==> config.mk <==
export PLATFORM = sky130hd
export DESIGN_NAME = inst_mem_fetch
export DESIGN_NICKNAME = d
export VERILOG_FILES = /design/src/rtl/ifetch_pkg.sv /design/src/rtl/inst_resp_fifo.sv /design/src/rtl/inst_mem_fetch.sv
export SDC_FILE = /design/constraint.sdc
export NUM_CORES = 1
export LEC_CHECK = 0
export BUFFER_PORTS_ARGS = -buffer_cell sky130_fd_sc_hd__buf_4
export CORE_AREA = 2 2 293 295
export CTS_CLUSTER_DIAMETER = 120
export CTS_CLUSTER_SIZE = 30
export DETAILED_ROUTE_END_ITERATION = 6
export DIE_AREA = 0 0 295 297
export HOLD_SLACK_MARGIN = 0.02
export RECOVER_POWER = 25
export SLEW_MARGIN = 20
export SYNTH_ARGS = -nofsm -noshare
export SYNTH_HDL_FRONTEND = slang
export SYNTH_SLANG_ARGS = --single-unit
==> constraint.sdc <==
create_clock -name clk -period 11.1 [get_ports clk]
set_input_delay 0.555 -clock clk [delete_from_list [all_inputs] [get_ports clk]]
set_output_delay 0.555 -clock clk [all_outputs]
set_load 0.01 [all_outputs]
==> src/rtl/ifetch_pkg.sv <==
// ifetch_pkg: shared widths, NOP encoding, fetch FSM states and response
// record for the instruction fetch memory.
package ifetch_pkg;
   localparam int INST_W_DEF = 20;
   localparam int ADDR_W_DEF = 20;
   localparam logic [INST_W_DEF-1:0] NOP = '0;
   typedef enum logic {IDLE, READ} fetch_state_t;
   typedef struct packed {
      logic [INST_W_DEF-1:0] inst;
      logic [ADDR_W_DEF-1:0] addr;
      logic                  err;
   } resp_t;
endpackage

==> src/rtl/inst_resp_fifo.sv <==
// inst_resp_fifo: 2-entry synchronous response FIFO with flush; push and pop
// together while full is legal and leaves the count unchanged.
module inst_resp_fifo #(
   parameter int W = 41
) (
   input  logic         clk,
   input  logic         rst_n,
   input  logic         push,
   input  logic         pop,
   input  logic         flush,
   input  logic [W-1:0] din,
   output logic [W-1:0] dout,
   output logic [1:0]   count,
   output logic         full,
   output logic         empty
);
   logic [W-1:0] slot [2];
   logic wp, rp, do_push, do_pop;
   assign full    = (count == 2'd2);
   assign empty   = (count == 2'd0);
   assign do_pop  = pop & ~empty;
   assign do_push = push & (~full | do_pop);
   assign dout    = slot[rp];
   always_ff @(posedge clk or negedge rst_n) begin
      if (!rst_n) begin
         wp    <= 1'b0;
         rp    <= 1'b0;
         count <= 2'd0;
      end else if (flush) begin
         wp    <= 1'b0;
         rp    <= 1'b0;
         count <= 2'd0;
      end else begin
         if (do_push) wp <= ~wp;
         if (do_pop) rp <= ~rp;
         count <= count + 2'(do_push) - 2'(do_pop);
      end
   end
   always_ff @(posedge clk) begin
      if (do_push && !flush) slot[wp] <= din;
   end
endmodule

==> src/rtl/inst_mem_fetch.sv <==
// inst_mem_fetch: synchronous instruction memory with valid/ready fetch, load port, flush and fault reporting
module inst_mem_fetch
   import ifetch_pkg::*;
#(
   parameter int    INST_W    = INST_W_DEF,
   parameter int    ADDR_W    = ADDR_W_DEF,
   parameter int    DEPTH     = 32,
   parameter int    WRAP_MODE = 1,
   parameter string INIT_FILE = ""
) (
   input  logic              clk,
   input  logic              rst_n,
   input  logic              req_valid,
   output logic              req_ready,
   input  logic [ADDR_W-1:0] req_addr,
   output logic              resp_valid,
   input  logic              resp_ready,
   output logic [INST_W-1:0] resp_inst,
   output logic              resp_err,
   output logic [ADDR_W-1:0] resp_addr,
   input  logic              flush,
   input  logic              ld_en,
   input  logic [ADDR_W-1:0] ld_addr,
   input  logic [INST_W-1:0] ld_data
);
   localparam int IDX_W = $clog2(DEPTH);
   localparam int RW    = INST_W + ADDR_W + 1;
   logic [INST_W-1:0] mem [DEPTH];
   fetch_state_t state, state_nx;
   logic alive, accept, req_oor, ld_oor, rd_valid, rd_err;
   logic push, pop, fifo_full, fifo_empty;
   logic [INST_W-1:0] rd_inst;
   logic [ADDR_W-1:0] rd_addr;
   logic [1:0]        fifo_cnt;
   logic [RW-1:0]     fifo_dout;
   initial begin
      for (int i = 0; i < DEPTH; i++) mem[i] = '0;
   end
   assign req_oor  = (WRAP_MODE == 0) && (req_addr >= ADDR_W'(DEPTH));
   assign ld_oor   = (WRAP_MODE == 0) && (ld_addr >= ADDR_W'(DEPTH));
   assign rd_valid = (state == READ);
   assign req_ready = alive & ~flush & ((fifo_cnt + {1'b0, rd_valid}) < 2'd2);
   assign accept    = req_valid & req_ready;
   always_ff @(posedge clk) begin
      if (ld_en && !ld_oor) mem[ld_addr[IDX_W-1:0]] <= ld_data;
   end
   always_ff @(posedge clk or negedge rst_n) begin
      if (!rst_n) begin
         alive <= 1'b0;
         state <= IDLE;
      end else begin
         alive <= 1'b1;
         state <= state_nx;
      end
   end
   always_comb state_nx = (accept && !flush) ? READ : IDLE;
   always_ff @(posedge clk or negedge rst_n) begin
      if (!rst_n) begin
         rd_inst <= '0;
         rd_addr <= '0;
         rd_err  <= 1'b0;
      end else if (accept) begin
         rd_inst <= req_oor ? INST_W'(NOP) : mem[req_addr[IDX_W-1:0]];
         rd_addr <= req_addr;
         rd_err  <= req_oor;
      end
   end
   assign push = rd_valid & ~(fifo_empty & resp_ready) & ~fifo_full;
   assign pop  = resp_ready & ~fifo_empty;
   inst_resp_fifo #(.W(RW)) u_fifo (
      .clk   (clk),
      .rst_n (rst_n),
      .push  (push),
      .pop   (pop),
      .flush (flush),
      .din   ({rd_inst, rd_addr, rd_err}),
      .dout  (fifo_dout),
      .count (fifo_cnt),
      .full  (fifo_full),
      .empty (fifo_empty)
   );
   assign resp_valid = rd_valid | ~fifo_empty;
   assign {resp_inst, resp_addr, resp_err} = fifo_empty ? {rd_inst, rd_addr, rd_err} : fifo_dout;
endmodule

# Word-level counts from Yosys, hierarchy flattened

Memories as Yosys holds them, arrays and structs flattened. A register that Yosys moved wholly into a read port is not among the register bits.
Cells that the tools add are included.

Register bits: 26
Bits in writable memories: 720
Input bits: 66
Output and inout bits: 43
Memories: 2

Memory list:

| name        | depth | width | read ports | clocked after memory_dff | write ports | line                 | source |
|---|---|---|---|---|---|---|---|
| mem         | 32    | 20    | 1          | 1                        | 1           | inst_mem_fetch.sv:28 | `logic [INST_W-1:0] mem [DEPTH];` |
| u_fifo.slot | 2     | 40    | 1          | 0                        | 1           | inst_resp_fifo.sv:17 | `logic [W-1:0] slot [2];` |

$add $sub $neg: 3
Magnitude comparators: 1
Equal/unequal tests: 1
Muxes and demuxes: 11
Bitwise logic cells: 17
Reductions and logical operators: 7

Operators with widths:

| kind               | number |
|---|---|
| $mux 41            | 1 |
| $and 1x1->1        | 9 |
| $mux 1             | 9 |
| $not 1->1          | 6 |
| $add 2x1->2        | 2 |
| $reduce_bool 2->1  | 2 |
| $eq 2x2->1 const B | 1 |
| $logic_and 1x1->1  | 2 |
| $logic_not 1->1    | 2 |
| $logic_not 2->1    | 1 |
| $lt 2x2->1 const B | 1 |
| $mux 2             | 1 |
| $or 1x1->1         | 2 |
| $sub 2x1->2        | 1 |

# Longest topological paths before layout

Gate-level depths: netlist of the first run.

Depth after elaboration: 9
Gate-level depth with buffers: 9
Gate-level depth less buffers: 8

# Modules after synthesis

From an unflattened synthesis of the first run, not the netlist that was laid out.

Cell total of the unflattened synthesis: 1353
Area total of the unflattened synthesis: 29657.2 sq um

Modules (own cells, without submodules):

| module         | instances | cells each | area an instance (sq um) | sequential area each (sq um) |
|---|---|---|---|---|
| inst_mem_fetch | 1         | 1196       | 26447.9                  | 20269.4 |
| inst_resp_fifo | 1         | 157        | 3209.3                   | 2562.5 |

# Worst setup path before layout of the first run

OpenSTA, ideal clock, no wires.

Kind: input to register
Start: input port resp_ready
End: memory u_fifo.slot[1][0] in the netlist's numbering, enable pin
Library setup time: 495 ps
Arrival: 3800 ps
Slack: 6805 ps
Cell stages on the path: 3
Cell sequence: nor2_1 -> o21ai_0 -> nor3b_1

Cells in the longest elaborated chain, start to end: 8
Elaborated cells on any way between the ends: 11
Classes of those cells: mux (2); bitwise (8); reduce/logical (1)

RTL lines:

| item                             | line                 | source |
|---|---|---|
| start: declaration               | inst_mem_fetch.sv:17 | `input logic resp_ready,` |
| $and 1x1->1                      | inst_mem_fetch.sv:68 | `assign push = rd_valid & ~(fifo_empty & resp_ready) & ~fifo_full;` |
| $not 1->1                        | inst_mem_fetch.sv:68 |  |
| $and 1x1->1 (2 in series)        | inst_mem_fetch.sv:68 |  |
| $and 1x1->1 (*)                  | inst_resp_fifo.sv:22 | `assign do_push = push & (~full \| do_pop);` |
| $logic_and 1x1->1 (*)            | inst_resp_fifo.sv:40 | `if (do_push && !flush) slot[wp] <= din;` |
| $mux 1 (*)                       | inst_resp_fifo.sv:40 |  |
| $mux 1 (implied by the code) (*) | inst_resp_fifo.sv:40 |  |
| end: declaration                 | inst_resp_fifo.sv:17 |  |

Mark *: on every way between the ends. The rest lies on a longest branch, timed or not.

==> results of run 1 <==
-- final timing paths --
path / start / end
min in group asynchronous: rst_n / u_fifo.rp$_DFFE_PN0P_
max in group asynchronous: rst_n / rd_inst[16]$_DFFE_PN0P_
min: req_addr[6] / rd_addr[6]$_DFFE_PN0P_
max reg2reg: u_fifo.count[1]$_DFF_PN0_ / rd_inst[10]$_DFFE_PN0P_
max: req_addr[2] / rd_inst[7]$_DFFE_PN0P_
min reg2reg: rd_addr[16]$_DFFE_PN0P_ / u_fifo.slot[1][16]$_DFFE_PP_
-- layer usage --
layer  routed length (um)  vias up
li1                     -     5816
met1                28390     7263
met2                29910      407
met3                 4343       48
met4                  713        6
met5                   34        -
-- Yosys cell counts --
cell       instances
edfxtp_1         720
mux4_2           174
nor2_1            83
mux2i_1           78
nand2_1           62
dfrtp_1           46
a21oi_1           41
clkbuf_1          30
buf_2             23
a221o_1           18
o22ai_1           18
buf_1             14
nor2b_1            9
inv_1              8
a2111oi_0          6
nand3b_1           5
nor3_1             5
a211oi_1           4
mux2_2             4
nand3_1            4
buf_12             3
buf_4              3
nand2b_1           3
o21ai_0            3
or3_1              3
buf_6              2
conb_1             2
ha_1               2
nor4_1             2
or3b_2             2
xnor2_1            2
xor2_1             2
a211o_1            1
a21o_1             1
and2_1             1
nor3b_1            1
or2_2              1
-- worst register-to-register path: stages (launching register included) --
cell and delay, ps:
dfrtp_1 450, a21o_1 190, a211o_1 260, inv_1 680
nand3_2 730, o22ai_1 860, a221o_1 200
-- logic make-up after synthesis --
family / synth area share
flops: 0.7750
mux: 0.1615
simple gates: 0.02623
compound gates: 0.02082
buf+inv: 0.01414
xor+xnor: 0.001193
fa+ha+maj: 0.0008515
other cells: 0.0002556
-- final cells by class --
cell class,instances,area [sq um],area share
well taps,1144,1431,0.04434
diodes,4,10.01,0.0003101
multi-input cells,537,6325,0.1959
clock inverters,3,30.03,0.0009302
inverters,8,30.03,0.0009302
flip-flops and latches,766,22770,0.7055
repair buffers,129,918.4,0.02845
clock buffers,39,763.2,0.02364
-- sequential cells by signal (all words and copies together) (netlist names) --
register / cells
rd_addr: 20
mem: 640
u_fifo.wp: 1
u_fifo.count: 2
u_fifo.slot: 80
rd_inst: 20
rd_valid: 1
u_fifo.rp: 1
alive: 1
-- metrics by stage --
step	hold WS, ps	setup WS (ps)	total power, W	area [sq um]	util
final	118.7	7237	0.005654	32280	0.3821
after CTS	85.12	7246	0.005709	32330	0.3827
after global placement	473.7	6628	0.004404	31530	0.3732
after global routing	100.4	7058	0.005882	32270	0.3820
after detailed placement	479.1	6577	0.004426	31530	0.3732
after floorplan	259.4	6805	0.003951	29380	-
-- power groups by stage --
| stage | Clock [W] | Sequential [W] | Combinational (W) |
|---|---|---|---|
| after global placement | 0 | 0.00344 | 0.000967 |
| after CTS | 0.00135 | 0.00338 | 0.000981 |
| after global routing | 0.00143 | 0.00340 | 0.00105 |
| after floorplan | 0 | 0.00341 | 0.000542 |
| final | 0.00131 | 0.00339 | 0.000959 |
| after detailed placement | 0 | 0.00345 | 0.000978 |
-- timing repair --
action | CTS | global route
endpoints found under the hold margin | 46 | 0
buffers inserted | 0 | 0
hold buffers | 1 | 0
gates resized for setup | 0 | 0
==> impl_results.md, run 1 <==
- Status: complete, no violations
- CP max FO: between 60 and 70
- Worst reg2reg setup slack: between 7000 and 8000 ps
- Global-route usage over all layers: 0.1422
- DP HPWL: 35550 um
- Count of cell types in the netlist: 37
- Busiest grt layer: met2
- Crit share post-route: 0.3481
- Clock sinks: 766
- Worst r2r path cells: 6
- DRT Wirelength: about 63000 um
- Clock transition at path regs: around 110 ps
- Commonest non-fill, non-tap cell in the layout: edfxtp_1
- Hold Path Class: in2reg
- CTS tree: done
- Setup TNS Final: 0 ps
- DR WL/cell: roughly 24 um
- Post-synthesis register bit count: between 700 and 800
- CTS Buffer Depth: 3
- Net count, final: about 1500
- Grt met1 use: 0.2113
- Final Instance Count excl. Fillers: around 2600
- Clock share of power: 0.232
- Fmax: ~0.26 GHz
- Clk_skew: 22.54 ps
- Area Growth Syn to Fin: 9.867%
- Starting Density: 0.3478
- Crit path max-delay family: buffers and inverters
- Switch share: 0.2571
- DRT Pass-1 Iters: 5
- Mapped Nets: roughly 1500
- CP cell instances: buf_6 > buf_4 > buf_4 > mux4_2 > mux2i_1 > nor2_1 > nor4_1 > nor3_1
- Root buf cell: clkbuf_16
- Die W: roughly 300 um
- WP buf/inv: 3
- Slowest cell on crit path: nor4_1
- CP endpoint kind: flip-flop
- Leakage: ~10 nW
- Initial antenna violation count: 5
- Combinational Power Share: 0.170
- Setup violators final: 0
- Synth warn: 0
- Hold Path Stages: 3
- H-tree Lvls: 1
- Post-synth top area cell: edfxtp_1
- Row count: 107
- WP depth: 8
- Largest cells by area after synthesis: edfxtp_1 (74%), mux4_2 (13%), dfrtp_1 (3.9%), mux2i_1 (2.7%), nor2_1 (1.1%)
- DRC: 0
- Crit Path Class: in2reg
- Cells after synthesis: between 1000 and 1500
- Hold Vio Cnt, Final: 0
- Largest net degree at the start of global routing: 82
- Sequential share of power: 0.599
- Crit path time final: between 3000 and 4000 ps
- M2 GR Usage: 0.2267
- Core area: 0.08448 sq mm
- Yosys top cell area share: 0.7359
- Fill cells: about 7600
- Syn Area/Cell: between 20 and 25 sq um
- TritonCTS buffer count: 29
- Maximum Capacitance Violations: 0
- Die Y: ~300 um
- Most used cell, CP: buf_4
- First DRT Iteration DRCs: about 1400
- PortBufs: around 90
- GP Congestion: 0.7225
- GRT Residual Overflow: 0
- Most frequent cells in the layout: edfxtp_1 (720), mux4_2 (174), buf_4 (107)
- RSZ-0062 raised after global routing: no
- Slew Limit Fails: 0
- CP Data Required Time: between 10000 and 15000 ps
- Die Area: approximately 0.088 sq mm
- Vias in the first global route: 13480
- Fraction of layout cells with a size suffix above 1: 0.2422
- Worst VDD drop: around 0.0002 V
- I/O pin cnt: between 100 and 150
- Post-Syn Area: 0.02938 sq mm
- Via density: 5.148
- Antenna viol nets, final: 0
- Register area share after synthesis: 0.7750
- CP Launch Type: input pin
- First-pass GRT wire length: between 90000 and 100000 um
- Slew of the pin with the lowest slew margin: around 1400 ps
- Routing usage on met3: 0.02361
- Crit path DAT: around 4300 ps
- Clk_lat worst skew: about 630 ps
- Pwr per Cell Area: roughly 180 mW/mm^2
- Vias: about 14000
- Switching pwr: between 0.001 and 0.0015 W
- Placed Instances: between 2000 and 3000
- CP max stage delay: between 700 and 800 ps
- Int Power: between 0.004 and 0.005 W
- Worst slew margin: 0.06336
(Power assumes the default switching activity.)
==> run 2: changes to the inputs <==
==> constraint.sdc (replaced) <==
create_clock -name clk -period 3.3 [get_ports clk]
set_input_delay 0.165 -clock clk [delete_from_list [all_inputs] [get_ports clk]]
set_output_delay 0.165 -clock clk [all_outputs]
set_load 0.01 [all_outputs]
==> impl_results.md, run 2 (synthesis results as in run 1) <==
- Status: complete, no violations
- Clk_lat worst skew: about 620 ps
- Setup violators final: 0
- Combinational Power Share: 0.172
- CP max FO: 18
- Pwr per Cell Area: a little under 600 mW/mm^2
- Worst slew margin: 0.06111
- Crit path DAT: ~3100 ps
- Switching pwr: slightly below 0.005 W
- Fmax: slightly below 0.4 GHz
- First DRT Iteration DRCs: 1308
- DP HPWL: roughly 37000 um
- Maximum Capacitance Violations: 0
- Final Instance Count excl. Fillers: 2688
- Core area: between 0.08 and 0.09 sq mm
- Hold Path Class: in2async
- Final setup margin: around 750 ps
- CP endpoint kind: flip-flop
- Total power: 0.01912 W
- Die W: approximately 300 um
- Vias in the first global route: between 10000 and 15000
- Largest net degree at the start of global routing: 81
- # diodes: 0
- First-pass GRT wire length: just over 90000 um
- CP max stage delay: roughly 800 ps
- H-tree Lvls: 1
- Fill cells: ~7500
- Most frequent cells in the layout: edfxtp_1 (720), mux4_2 (174), buf_4 (124)
- Slew of the pin with the lowest slew margin: between 1000 and 1500 ps
- Slowest cell on crit path: nor4_1
- DRT Pass-1 Iters: 5
- GRT Residual Overflow: 0
- Worst reg2reg setup slack: 750 ps
- DP Worst Slack: around 730 ps
- Int Power: about 0.014 W
- Area of the multi-input gates: roughly 0.0063 sq mm
- Global-route usage over all layers: 0.1423
- Worst r2r path cells: 6
- Antenna viol nets, final: 0
- Clock share of power: 0.230
- Clk_skew: about 25 ps
- Worst VDD drop: ~0.00072 V
- Slew Limit Fails: 0
- Register area: about 0.023 sq mm
- DR WL/cell: 23.24 um
- Root buf cell: clkbuf_16
- Clock transition at path regs: approximately 120 ps
- Die Y: between 200 and 300 um
- Worst flop-to-flop path startpoint: u_fifo.count[1]$_DFF_PN0_
- DRT Wirelength: roughly 62000 um
- PortBufs: 92
- CTS Buffer Depth: 3
- Max reg flops: 640
- Switch share: 0.2565
- TritonCTS buffer count: 29
- Area Growth Syn to Fin: 12.17%
- CTS tree: done
- Via density: 5.086
- Vias: 13670
- CP Launch Type: flip-flop
- Area post-placement: 0.03182 sq mm
- Placed Instances: roughly 2600
- Crit Path Class: reg2reg
- Initial antenna violation count: 0
- Crit path time final: about 2600 ps
- Sequential share of power: 0.599
- Die Area: between 0.08 and 0.09 sq mm
- Commonest non-fill, non-tap cell in the layout: edfxtp_1
- Post-layout instance area: around 0.033 sq mm
- Reg2reg end: rd_inst[17]$_DFFE_PN0P_
- CP cell instances: a21o_1 > a211o_1 > buf_4 > nor4_1 > buf_4 > nor3_1
- Fraction of layout cells with a size suffix above 1: 0.2487
- Crit share post-route: 0.7736
- Setup TNS Final: 0 ps
- I/O pin cnt: approximately 110
- Clock sinks: between 700 and 800
- RSZ-0062 raised after global routing: no
- Net count, final: roughly 1600
- DRC: 0
- Hold Vio Cnt, Final: 0
- Routing usage on met3: 0.02869
- Row count: between 100 and 150
- Starting Density: 0.3478
- CP Data Required Time: roughly 3800 ps
- Busiest grt layer: met2
- Most used cell, CP: buf_4
- M2 GR Usage: 0.2230
- Leakage: 10.44 nW
- GP Congestion: ~0.74
- # resized after CTS: 0
- Grt met1 use: 0.2096
-- run 2: changes by cell type in the layout (fill, tap and decap cells not counted), moves of 3 or more --
cell,change
nor2_2,+7
buf_12,+11
buf_4,+17
clkbuf_1,-3
dlygate4sd3_1,+39
diode_2,-4
nor2_4,-7
-- run 2: layer usage --
layer	vias up	wire length, um
li1	5934	-
met1	7295	28410
met2	383	28920
met3	58	4198
met4	0	945
met5	-	0
-- run 2: how the worst max path moves through the flow --
stage	start	to	slack, ps	cells after the start
floorplan	u_fifo.count[1]$_DFF_PN0_	u_fifo.slot[1][0]$_DFFE_PP_	500	3
global placement	u_fifo.count[1]$_DFF_PN0_	rd_inst[17]$_DFFE_PN0P_	740	6
detailed placement	u_fifo.count[1]$_DFF_PN0_	rd_inst[17]$_DFFE_PN0P_	730	6
CTS	u_fifo.count[1]$_DFF_PN0_	rd_inst[17]$_DFFE_PN0P_	710	6
global route	u_fifo.count[1]$_DFF_PN0_	rd_inst[17]$_DFFE_PN0P_	520	6
finish	u_fifo.count[1]$_DFF_PN0_	rd_inst[17]$_DFFE_PN0P_	750	6
-- run 2: cell type report --
cell class              instances  area share
clock buffers                  41     0.02339
clock inverters                 1   0.0004935
inverters                       8   0.0009112
multi-input cells             537      0.1911
flip-flops and latches        766      0.6910
well taps                    1144     0.04343
repair buffers                191     0.04970
-- run 2: power by group through the flow --
stage	Combinational, W	Clock [W]	Sequential, W
floorplan	0.00182	0	0.0115
global placement	0.00328	0	0.0116
detailed placement	0.00331	0	0.0117
CTS	0.00336	0.00453	0.0114
global route	0.00362	0.00482	0.0115
finish	0.00328	0.00439	0.0114
-- run 2: worst max-delay path, delay by kind of cell, from the launching register on --
kind / cells / cell delay (ps)
flops: 1 / 450
buf+inv: 2 / 550
simple gates: 2 / 830
compound gates: 2 / 610
-- run 2: timing repair --
action | 4_1_cts | 5_1_grt
hold endpoints to repair | 719 | 0
hold buffers | 40 | 0
setup buffers | 0 | 0
-- run 2: per-stage QoR --
step | utilization | hold slack [ps]
2_1_floorplan | - | -130.6
3_3_place_gp | 0.3766 | 282.2
3_5_place_dp | 0.3766 | 277.8
4_1_cts | 0.3907 | 129.5
5_1_grt | 0.3901 | 161.7
6_report | 0.3901 | 126.6
